### src/rtl/pipe_stall_ctrl_if.sv
// Handshake bundle between the hazard/branch/MDU event sources and the pipeline stall controller.
// Inputs are event requests into the controller; outputs are stage enables, flushes and status.
interface pipe_stall_ctrl_if #(
    parameter int CNT_W = 32
);
    logic             Hazard;
    logic             Branch_Taken;
    logic             mdu_busy;
    logic             halt_req;
    logic             resume;

    logic             PC_En;
    logic             IFID_En;
    logic             IFID_Flush;
    logic             IDEX_En;
    logic             IDEX_Flush;
    logic             EXMEM_Flush;
    logic             Halted;
    logic             stall_timeout;
    logic [CNT_W-1:0] hz_cnt;
    logic [CNT_W-1:0] mdu_cnt;
    logic [CNT_W-1:0] flush_cnt;

    modport master (
        output Hazard, Branch_Taken, mdu_busy, halt_req, resume,
        input  PC_En, IFID_En, IFID_Flush, IDEX_En, IDEX_Flush, EXMEM_Flush,
        input  Halted, stall_timeout, hz_cnt, mdu_cnt, flush_cnt
    );

    modport slave (
        input  Hazard, Branch_Taken, mdu_busy, halt_req, resume,
        output PC_En, IFID_En, IFID_Flush, IDEX_En, IDEX_Flush, EXMEM_Flush,
        output Halted, stall_timeout, hz_cnt, mdu_cnt, flush_cnt
    );
endinterface

### src/rtl/pipe_stall_ctrl.sv
// Stall/flush controller for the 5-stage MIPS pipeline: prioritises halt, MDU, RAW hazard and
// taken-branch events into stage enables/flushes, tracks halt state, counts stalls and watches for stuck hazards.
module pipe_stall_ctrl #(
    parameter int CNT_W     = 32,
    parameter int MAX_STALL = 16
) (
    input  logic               clk,
    input  logic               rst,
    pipe_stall_ctrl_if.slave   bus
);
    localparam int RUN_W = $clog2(MAX_STALL + 1);

    typedef enum logic {
        RUN,
        HALT
    } state_t;

    typedef enum logic [2:0] {
        C_NORMAL,
        C_BRANCH,
        C_HAZARD,
        C_MDU,
        C_FROZEN
    } cond_t;

    state_t           state_q, state_d;
    cond_t            cond;
    logic [CNT_W-1:0] hz_cnt_q, hz_cnt_d;
    logic [CNT_W-1:0] mdu_cnt_q, mdu_cnt_d;
    logic [CNT_W-1:0] flush_cnt_q, flush_cnt_d;
    logic [RUN_W-1:0] run_q, run_d;
    logic             timeout_q, timeout_d;

    // A hazard alongside a taken branch means stale branch operands, so the hazard wins.
    always_comb begin
        cond = C_NORMAL;
        if (state_q == HALT || bus.halt_req) begin
            cond = C_FROZEN;
        end else if (bus.mdu_busy) begin
            cond = C_MDU;
        end else if (bus.Hazard) begin
            cond = C_HAZARD;
        end else if (bus.Branch_Taken) begin
            cond = C_BRANCH;
        end
    end

    always_comb begin
        bus.PC_En       = 1'b0;
        bus.IFID_En     = 1'b0;
        bus.IFID_Flush  = 1'b0;
        bus.IDEX_En     = 1'b0;
        bus.IDEX_Flush  = 1'b0;
        bus.EXMEM_Flush = 1'b0;
        if (!rst) begin
            case (cond)
                C_NORMAL: begin
                    bus.PC_En   = 1'b1;
                    bus.IFID_En = 1'b1;
                    bus.IDEX_En = 1'b1;
                end
                C_BRANCH: begin
                    bus.PC_En      = 1'b1;
                    bus.IFID_En    = 1'b1;
                    bus.IDEX_En    = 1'b1;
                    bus.IFID_Flush = 1'b1;
                end
                C_HAZARD: begin
                    bus.IDEX_En    = 1'b1;
                    bus.IDEX_Flush = 1'b1;
                end
                C_MDU: begin
                    bus.EXMEM_Flush = 1'b1;
                end
                default: ;
            endcase
        end
    end

    always_comb begin
        state_d = state_q;
        case (state_q)
            RUN:     if (bus.halt_req) state_d = HALT;
            HALT:    if (bus.resume)   state_d = RUN;
            default: state_d = RUN;
        endcase
    end

    // Counters saturate at all-ones; the hazard run length is frozen while halted.
    always_comb begin
        hz_cnt_d    = hz_cnt_q;
        mdu_cnt_d   = mdu_cnt_q;
        flush_cnt_d = flush_cnt_q;
        run_d       = run_q;
        if (cond == C_HAZARD && hz_cnt_q != '1)    hz_cnt_d    = hz_cnt_q + CNT_W'(1);
        if (cond == C_MDU && mdu_cnt_q != '1)      mdu_cnt_d   = mdu_cnt_q + CNT_W'(1);
        if (cond == C_BRANCH && flush_cnt_q != '1) flush_cnt_d = flush_cnt_q + CNT_W'(1);
        if (state_q == RUN) begin
            if (cond == C_HAZARD) begin
                if (run_q != RUN_W'(MAX_STALL)) run_d = run_q + RUN_W'(1);
            end else begin
                run_d = '0;
            end
        end
        timeout_d = timeout_q | (run_d == RUN_W'(MAX_STALL));
    end

    always_ff @(posedge clk or posedge rst) begin
        if (rst) begin
            state_q     <= RUN;
            hz_cnt_q    <= '0;
            mdu_cnt_q   <= '0;
            flush_cnt_q <= '0;
            run_q       <= '0;
            timeout_q   <= 1'b0;
        end else begin
            state_q     <= state_d;
            hz_cnt_q    <= hz_cnt_d;
            mdu_cnt_q   <= mdu_cnt_d;
            flush_cnt_q <= flush_cnt_d;
            run_q       <= run_d;
            timeout_q   <= timeout_d;
        end
    end

    assign bus.Halted        = (state_q == HALT);
    assign bus.stall_timeout = timeout_q;
    assign bus.hz_cnt        = hz_cnt_q;
    assign bus.mdu_cnt       = mdu_cnt_q;
    assign bus.flush_cnt     = flush_cnt_q;
endmodule

### src/flat_wrapper.sv
// flat-port wrapper written by rule: the top's interface ports become plain ports
module pipe_stall_ctrl_flat 
#(
    parameter int CNT_W     = 32,
    parameter int MAX_STALL = 16
)
  (clk, rst, bus_Hazard, bus_Branch_Taken, bus_mdu_busy, bus_halt_req, bus_resume, bus_PC_En, bus_IFID_En, bus_IFID_Flush, bus_IDEX_En, bus_IDEX_Flush, bus_EXMEM_Flush, bus_Halted, bus_stall_timeout, bus_hz_cnt, bus_mdu_cnt, bus_flush_cnt);
  pipe_stall_ctrl_if #(.CNT_W(CNT_W)) bus_i ();
  input  logic clk;
  input  logic rst;
  input wire logic [$bits(bus_i.Hazard)-1:0] bus_Hazard;
  input wire logic [$bits(bus_i.Branch_Taken)-1:0] bus_Branch_Taken;
  input wire logic [$bits(bus_i.mdu_busy)-1:0] bus_mdu_busy;
  input wire logic [$bits(bus_i.halt_req)-1:0] bus_halt_req;
  input wire logic [$bits(bus_i.resume)-1:0] bus_resume;
  output wire logic [$bits(bus_i.PC_En)-1:0] bus_PC_En;
  output wire logic [$bits(bus_i.IFID_En)-1:0] bus_IFID_En;
  output wire logic [$bits(bus_i.IFID_Flush)-1:0] bus_IFID_Flush;
  output wire logic [$bits(bus_i.IDEX_En)-1:0] bus_IDEX_En;
  output wire logic [$bits(bus_i.IDEX_Flush)-1:0] bus_IDEX_Flush;
  output wire logic [$bits(bus_i.EXMEM_Flush)-1:0] bus_EXMEM_Flush;
  output wire logic [$bits(bus_i.Halted)-1:0] bus_Halted;
  output wire logic [$bits(bus_i.stall_timeout)-1:0] bus_stall_timeout;
  output wire logic [$bits(bus_i.hz_cnt)-1:0] bus_hz_cnt;
  output wire logic [$bits(bus_i.mdu_cnt)-1:0] bus_mdu_cnt;
  output wire logic [$bits(bus_i.flush_cnt)-1:0] bus_flush_cnt;
  assign bus_i.Hazard = bus_Hazard;
  assign bus_i.Branch_Taken = bus_Branch_Taken;
  assign bus_i.mdu_busy = bus_mdu_busy;
  assign bus_i.halt_req = bus_halt_req;
  assign bus_i.resume = bus_resume;
  assign bus_PC_En = bus_i.PC_En;
  assign bus_IFID_En = bus_i.IFID_En;
  assign bus_IFID_Flush = bus_i.IFID_Flush;
  assign bus_IDEX_En = bus_i.IDEX_En;
  assign bus_IDEX_Flush = bus_i.IDEX_Flush;
  assign bus_EXMEM_Flush = bus_i.EXMEM_Flush;
  assign bus_Halted = bus_i.Halted;
  assign bus_stall_timeout = bus_i.stall_timeout;
  assign bus_hz_cnt = bus_i.hz_cnt;
  assign bus_mdu_cnt = bus_i.mdu_cnt;
  assign bus_flush_cnt = bus_i.flush_cnt;
  pipe_stall_ctrl #(.CNT_W(CNT_W), .MAX_STALL(MAX_STALL)) u_core (.clk(clk), .rst(rst), .bus(bus_i));
endmodule
### config.mk
export PLATFORM = sky130hd
export DESIGN_NAME = pipe_stall_ctrl_flat
export DESIGN_NICKNAME = d
export VERILOG_FILES = /design/src/rtl/pipe_stall_ctrl_if.sv /design/src/rtl/pipe_stall_ctrl.sv /design/src/flat_wrapper.sv
export SDC_FILE = /design/constraint.sdc
export NUM_CORES = 1
export LEC_CHECK = 0
export ABC_AREA = 1
export CAP_MARGIN = 10
export CORE_MARGIN = 3
export CORE_UTILIZATION = 35
export DETAILED_ROUTE_END_ITERATION = 10
export GPL_TIMING_DRIVEN = 0
export PLACE_DENSITY_LB_ADDON = 0.05
export SLEW_MARGIN = 30
export SYNTH_ARGS = -nofsm -noshare
export SYNTH_HDL_FRONTEND = slang
export SYNTH_SLANG_ARGS = --single-unit
export TNS_END_PERCENT = 20
### constraint.sdc
create_clock -name clk -period 4.6 [get_ports clk]
set_input_delay 0.46 -clock clk [delete_from_list [all_inputs] [get_ports clk]]
set_output_delay 0.46 -clock clk [all_outputs]
set_load 0.01 [all_outputs]
==> impl_metrics.py, run 1 <==
metrics = {
    "run_status": {
        "status": "complete, no violations",
    },
    "setup_path": {
        "crit_fanout": 7,
        "slowest_delay_ns": 0.56,
        "crit_type": "in2out",
        "crit_arrival_ns": 2.22,
        "cp-start-kind": "input port",
        "path_delay_family": "buffers and inverters",
        "crit_required_ns": 4.14,
        "r2r_start": "u_core.bus.flush_cnt[0]",
        "r2r_slack_ns": 2.59,
        "cp_num_buf_inv": 4,
        "worstPathCellList": "clkdlybuf4s50_1, inv_1, nand2_1, nand2_1, nor2_4, inv_1, a21oi_1, clkdlybuf4s50_1",
        "r2r_end": "u_core.bus.flush_cnt[9]",
        "cp-end-kind": "output port",
        "r2r_cells": 11,
        "cp_slowest_cell": "clkdlybuf4s50_1",
    },
    "floorplanning": {
        "num_rows": 50,
        "io_pins": 111,
        "dieArea_sq_um": 21200,
        "coreArea_sq_um": 19000,
        "start_util": 0.360,
        "die_h_um": 146,
        "dieWidth_um": 146,
    },
    "pwr": {
        "p_per_area_nw_per_um2": 257,
        "vdd_drop_max_v": 0.000174,
        "cellLeakagePower_nw": 3.89,
        "power_mw": 2.20,
    },
    "clock_tree": {
        "numCtsBuffers": 9,
        "cts_max_level": 3,
        "clockBufferDepth": 2,
        "cts_resized": 0,
        "clock_latency_ns": 0.35,
        "cts_hold_buf": 0,
        "cts_sinks": 103,
        "clkTransAtPathRegs_ns": 0.07,
        "cts_setup_buffers": 0,
        "tritoncts": "built",
        "clockRootBuffer": "clkbuf_16",
    },
    "placed_design": {
        "port_buffers": 110,
        "gp_congestion": 0.885,
        "placed_cells": 1411,
        "place_ws_ns": 1.90,
        "hpwl_um": 15300,
    },
    "detailed_routing": {
        "routedWlPerCell_um": 13.9,
        "dr.pass1.iters": 5,
        "drc": 0,
        "ant_nets": 0,
        "avgViaCountPerCell": 4.59,
        "drt-total-wl_um": 19900,
        "drtIter0Drc": 344,
        "vias": 6545,
    },
    "timing": {
        "hold_ws_ns": 0.471,
        "hold_viol": 0,
        "fmax_mhz": 373,
        "final_max_slew_viol_count": 0,
        "setup_violations": 0,
        "slew_headroom": 0.658,
        "post-route-period-util": 0.583,
        "worstMarginPinSlew_ns": 0.512,
        "tns_ns": 0,
        "rsz0062_at_grt": "no",
        "min_period_ns": 2.68,
        "fin_worst_skew_ns": 0.00533,
        "worst_slack_ns": 1.92,
    },
    "logic_synthesis": {
        "synthAdderAreaFrac": 0.00916,
        "synth-xor-area-share": 0.0509,
        "ys_ff_latch": 103,
        "syn-num-nets": 1052,
        "synthesis.area_sq_um": 6830,
        "synthMuxAreaShare": 0,
        "synth_top_family_by_area": "simple AND/OR/NAND/NOR gates",
        "yosys.area_share.simple": 0.487,
        "netlist-cell-type-count": 27,
        "syn_inst": 1040,
        "synth_compound_area_frac": 0.0203,
        "avgSynthCellArea_sq_um": 6.57,
        "synth_warnings": 0,
        "yosysSeqAreaShare": 0.377,
    },
    "layout": {
        "finish.net_count": 1174,
        "drive_above_1_share": 0.0574,
        "syn_to_final_growth_pct": 25.7,
        "antennaDiodeCount": 0,
        "final_cells": 1427,
    },
    "job": {
        "max_cap_violations": 0,
    },
    "global_route": {
        "grt_pass1_vias": 6198,
        "grt_usage": 0.191,
        "grt_pass1_wl_um": 32900,
        "grt_max_degree": 74,
        "globalRouteOverflowTotal": 0,
        "antenna_found_initial": 0,
    },
    "worst_hold_path": {
        "hp-start": "u_core.bus.stall_timeout",
        "hold_end": "u_core.bus.stall_timeout",
        "min_path_type": "reg2reg",
        "whs_path_depth": 2,
    },
}
[synthesized netlist by cell type (all sizes together)]
| library cell | count | area, sq um |
|---|---|---|
| inv | 58 | 225 |
| dfrtp | 103 | 2580 |
| nor3b | 1 | 7.51 |
| nor3 | 1 | 5.00 |
| nand3b | 41 | 308 |
| buf | 16 | 150 |
| nor2 | 166 | 716 |
| nand3 | 24 | 120 |
| o21ai | 24 | 120 |
| xnor2 | 15 | 131 |
| ha | 5 | 62.6 |
| xor2 | 23 | 216 |
| nand4 | 2 | 12.5 |
| nand2 | 558 | 2160 |
| a21oi | 3 | 18.8 |
[how the worst max path moves through the flow]
stage                                 start               endpoint  depth (start not counted)
final                            bus_Hazard            bus_IDEX_En                          8
after global routing      u_core.bus.Halted            bus_IDEX_En                          6
after CTS                 u_core.bus.Halted            bus_IDEX_En                          6
after detailed placement       bus_mdu_busy            bus_IDEX_En                          8
after global placement                  rst  u_core.bus.hz_cnt[27]                          2
after floorplan                         rst      u_core.bus.Halted                          1
[routing by layer]
| layer | vias to the layer above | track usage | wire length [um] |
|---|---|---|---|
| met2 | 130 | 0.310 | 9030 |
| li1 | 3429 | - | - |
| met4 | 0 | 0.0461 | 259 |
| met5 | - | 0 | 0 |
| met3 | 13 | 0.0296 | 757 |
| met1 | 2973 | 0.268 | 9830 |
[registers in the layout (all words and copies together) (netlist names)]
register,count
u_core.bus.hz_cnt,32
u_core.run_q,5
u_core.bus.stall_timeout,1
u_core.bus.mdu_cnt,32
u_core.bus.flush_cnt,32
u_core.bus.Halted,1
[placed cells by master, fill, tap and decap left out, drive strengths merged]
| master | instances |
|---|---|
| nand2 | 558 |
| nor2 | 166 |
| clkdlybuf4s50 | 110 |
| dfrtp | 103 |
| inv | 58 |
| nand3b | 41 |
| nand3 | 24 |
| o21ai | 24 |
| xor2 | 23 |
| buf | 17 |
| xnor2 | 15 |
| clkbuf | 12 |
| ha | 5 |
| clkinv | 3 |
| a21oi | 3 |
| nand4 | 2 |
| nor3 | 1 |
| nor3b | 1 |
| bufinv | 1 |
[per-stage QoR]
stage                     cell area (sq um)  utilization
after floorplan                        6830            -
after global placement                 8260        0.436
after detailed placement               8290        0.437
after CTS                              8580        0.453
after global routing                   8580        0.453
final                                  8580        0.453
[final cells by class]
class	instances	area, sq um
Clock buffer	12	246
Clock inverter	4	45.0
Buffer	16	150
Sequential cell	103	2580
Multi-Input combinational cell	863	3880
Fill cell	2020	10400
Inverter	58	233
Timing Repair Buffer	111	1130
Tap cell	260	325
[worst register-to-register path, delay by kind of cell (launching register included)]
kind	cells	cell delay [ns]
AND/OR/NAND/NOR	7	0.79
flip-flops	1	0.49
buffers and inverters	3	0.33
adder cells (fa/ha/maj)	1	0.29
[kinds of logic (layout without fill, tap and decap cells)]
kind of cell / Yosys count / after routing
compound gates: 27 / 27
fa+ha+maj: 5 / 5
buf+inv: 74 / 201
flops: 103 / 103
simple gates: 793 / 793
xor+xnor: 38 / 38
[power breakdown]
| part | leakage (nW) | switching, mW | internal, mW |
|---|---|---|---|
| clock network | 0.146 | 0.358 | 0.436 |
| registers | 1.41 | 0.0834 | 0.956 |
| logic | 2.33 | 0.204 | 0.165 |
| total | 3.89 | 0.646 | 1.56 |
Note: power is estimated with default switching activity, not from simulation.
==> run 2: changes to the inputs <==
==> constraint.sdc (replaced) <==
create_clock -name clk -period 2.7 [get_ports clk]
set_input_delay 0.27 -clock clk [delete_from_list [all_inputs] [get_ports clk]]
set_output_delay 0.27 -clock clk [all_outputs]
set_load 0.01 [all_outputs]
==> impl_metrics.py, run 2 (synthesized netlist as in run 1, its figures left out) <==
metrics = {
    "clock_tree": {
        "cts_resized": 0,
        "tritoncts": "built",
        "cts_max_level": 3,
        "cts_setup_buffers": 0,
        "clkTransAtPathRegs_ns": 0.07,
        "clock_latency_ns": 0.35,
        "cts_sinks": 103,
        "cts_hold_buf": 0,
        "clockBufferDepth": 2,
        "clockRootBuffer": "clkbuf_16",
        "numCtsBuffers": 9,
    },
    "setup_path": {
        "crit_required_ns": 2.43,
        "crit_arrival_ns": 2.21,
        "crit_fanout": 8,
        "crit_type": "reg2out",
        "r2r_end": "u_core.bus.flush_cnt[30]",
        "r2r_slack_ns": 0.79,
        "r2r_cells": 11,
        "cp-end-kind": "output port",
        "cp-start-kind": "flop",
        "r2r_start": "u_core.bus.flush_cnt[0]",
    },
    "layout": {
        "utilization": 0.458,
        "fin_area_sq_um": 8690,
        "syn_to_final_growth_pct": 27.2,
        "n_fill_cell": 2021,
        "multi_input_area_sq_um": 3880,
        "final_cell_mix": "nand2_1 (547), nor2_1 (150), clkdlybuf4s50_1 (110)",
        "finish.net_count": 1178,
        "antennaDiodeCount": 0,
        "final_cells": 1430,
        "drive_above_1_share": 0.0607,
        "layout_commonest_cell": "nand2_1",
        "seq_area_sq_um": 2580,
    },
    "floorplanning": {
        "io_pins": 111,
        "start_util": 0.360,
        "dieWidth_um": 146,
        "coreArea_sq_um": 19000,
        "dieArea_sq_um": 21200,
        "num_rows": 50,
        "die_h_um": 146,
    },
    "detailed_routing": {
        "drc": 0,
        "drt-total-wl_um": 19900,
        "ant_nets": 0,
        "avgViaCountPerCell": 4.59,
        "vias": 6567,
        "routedWlPerCell_um": 13.9,
        "drtIter0Drc": 307,
        "dr.pass1.iters": 5,
    },
    "placed_design": {
        "gp_congestion": 0.884,
        "hpwl_um": 15600,
        "placed_area_sq_um": 8390,
        "placed_cells": 1415,
        "port_buffers": 110,
    },
    "global_route": {
        "grt_usage": 0.190,
        "antenna_found_initial": 0,
        "grt_max_degree": 26,
        "grt_pass1_wl_um": 32800,
        "grt_pass1_vias": 6271,
        "globalRouteOverflowTotal": 0,
    },
    "timing": {
        "post-route-period-util": 0.920,
        "rsz0062_at_grt": "no",
        "min_period_ns": 2.48,
        "slew_headroom": 0.660,
        "worstMarginPinSlew_ns": 0.508,
        "hold_viol": 0,
        "tns_ns": 0,
        "fmax_mhz": 403,
        "final_max_slew_viol_count": 0,
        "fin_worst_skew_ns": 0.00771,
        "setup_violations": 0,
    },
    "pwr": {
        "vdd_drop_max_v": 0.000309,
        "cellLeakagePower_nw": 3.93,
        "power_mw": 3.76,
        "p_per_area_nw_per_um2": 433,
    },
    "run_status": {
        "status": "complete, no violations",
    },
    "job": {
        "max_cap_violations": 0,
    },
    "worst_hold_path": {
        "min_path_type": "in2async",
    },
}
[run 2: cell count changes in the layout (fill, tap and decap cells not counted)]
cell / before / now
inv_8: 1 / 0
buf_16: 1 / 4
clkbuf_8: 1 / 2
clkinv_2: 3 / 1
buf_12: 0 / 1
clkinvlp_4: 0 / 2
clkbuf_1: 2 / 1
[run 2: through the flow]
stage	setup slack, ns	hold slack [ns]
2_1_floorplan	1.03	0.361
4_1_cts	0.173	0.386
6_report	0.217	0.384
3_3_place_gp	-0.171	0.527
5_1_grt	0.0326	0.418
3_5_place_dp	0.375	0.535
[run 2: worst max path at each step]
stage | slack [ns] | cells after the start | start | endpoint
after detailed placement | 0.37 | 8 | bus_Hazard | bus_IDEX_En
after global placement | -0.17 | 2 | rst | u_core.bus.hz_cnt[26]
after global routing | 0.03 | 6 | u_core.bus.Halted | bus_IDEX_En
final | 0.22 | 6 | u_core.bus.Halted | bus_IDEX_En
after floorplan | 1.03 | 11 | u_core.bus.flush_cnt[0] | u_core.bus.flush_cnt[25]
after CTS | 0.17 | 6 | u_core.bus.Halted | bus_IDEX_En
[run 2: final cells by class]
cell class	instances	share of cell area
inverter	58	0.0263
tap	260	0.0374
sequential	103	0.297
clock buffer	12	0.0295
multi-input combinational	863	0.446
clock inverter	3	0.00489
timing repair buffer	115	0.142
buffer	16	0.0173
[run 2: layer usage]
layer | wire (um) | track usage
met4 | 282 | 0.0484
met5 | 0 | 0
met3 | 677 | 0.0296
met1 | 9970 | 0.269
met2 | 8960 | 0.304
[run 2: where the power goes]
part	total (mW)	leakage, nW	switching [mW]	internal, mW
sequential	1.77	1.41	0.136	1.63
clock	1.35	0.145	0.588	0.764
combinational	0.642	2.37	0.349	0.293
[run 2: worst max-delay path, cell delays in order (launching register included)]
cell and delay (ns):
dfrtp_1 0.49, nor2_2 0.17, nand2_1 0.13, nor2_4 0.28, inv_1 0.11, a21oi_1 0.14
clkdlybuf4s50_1 0.55
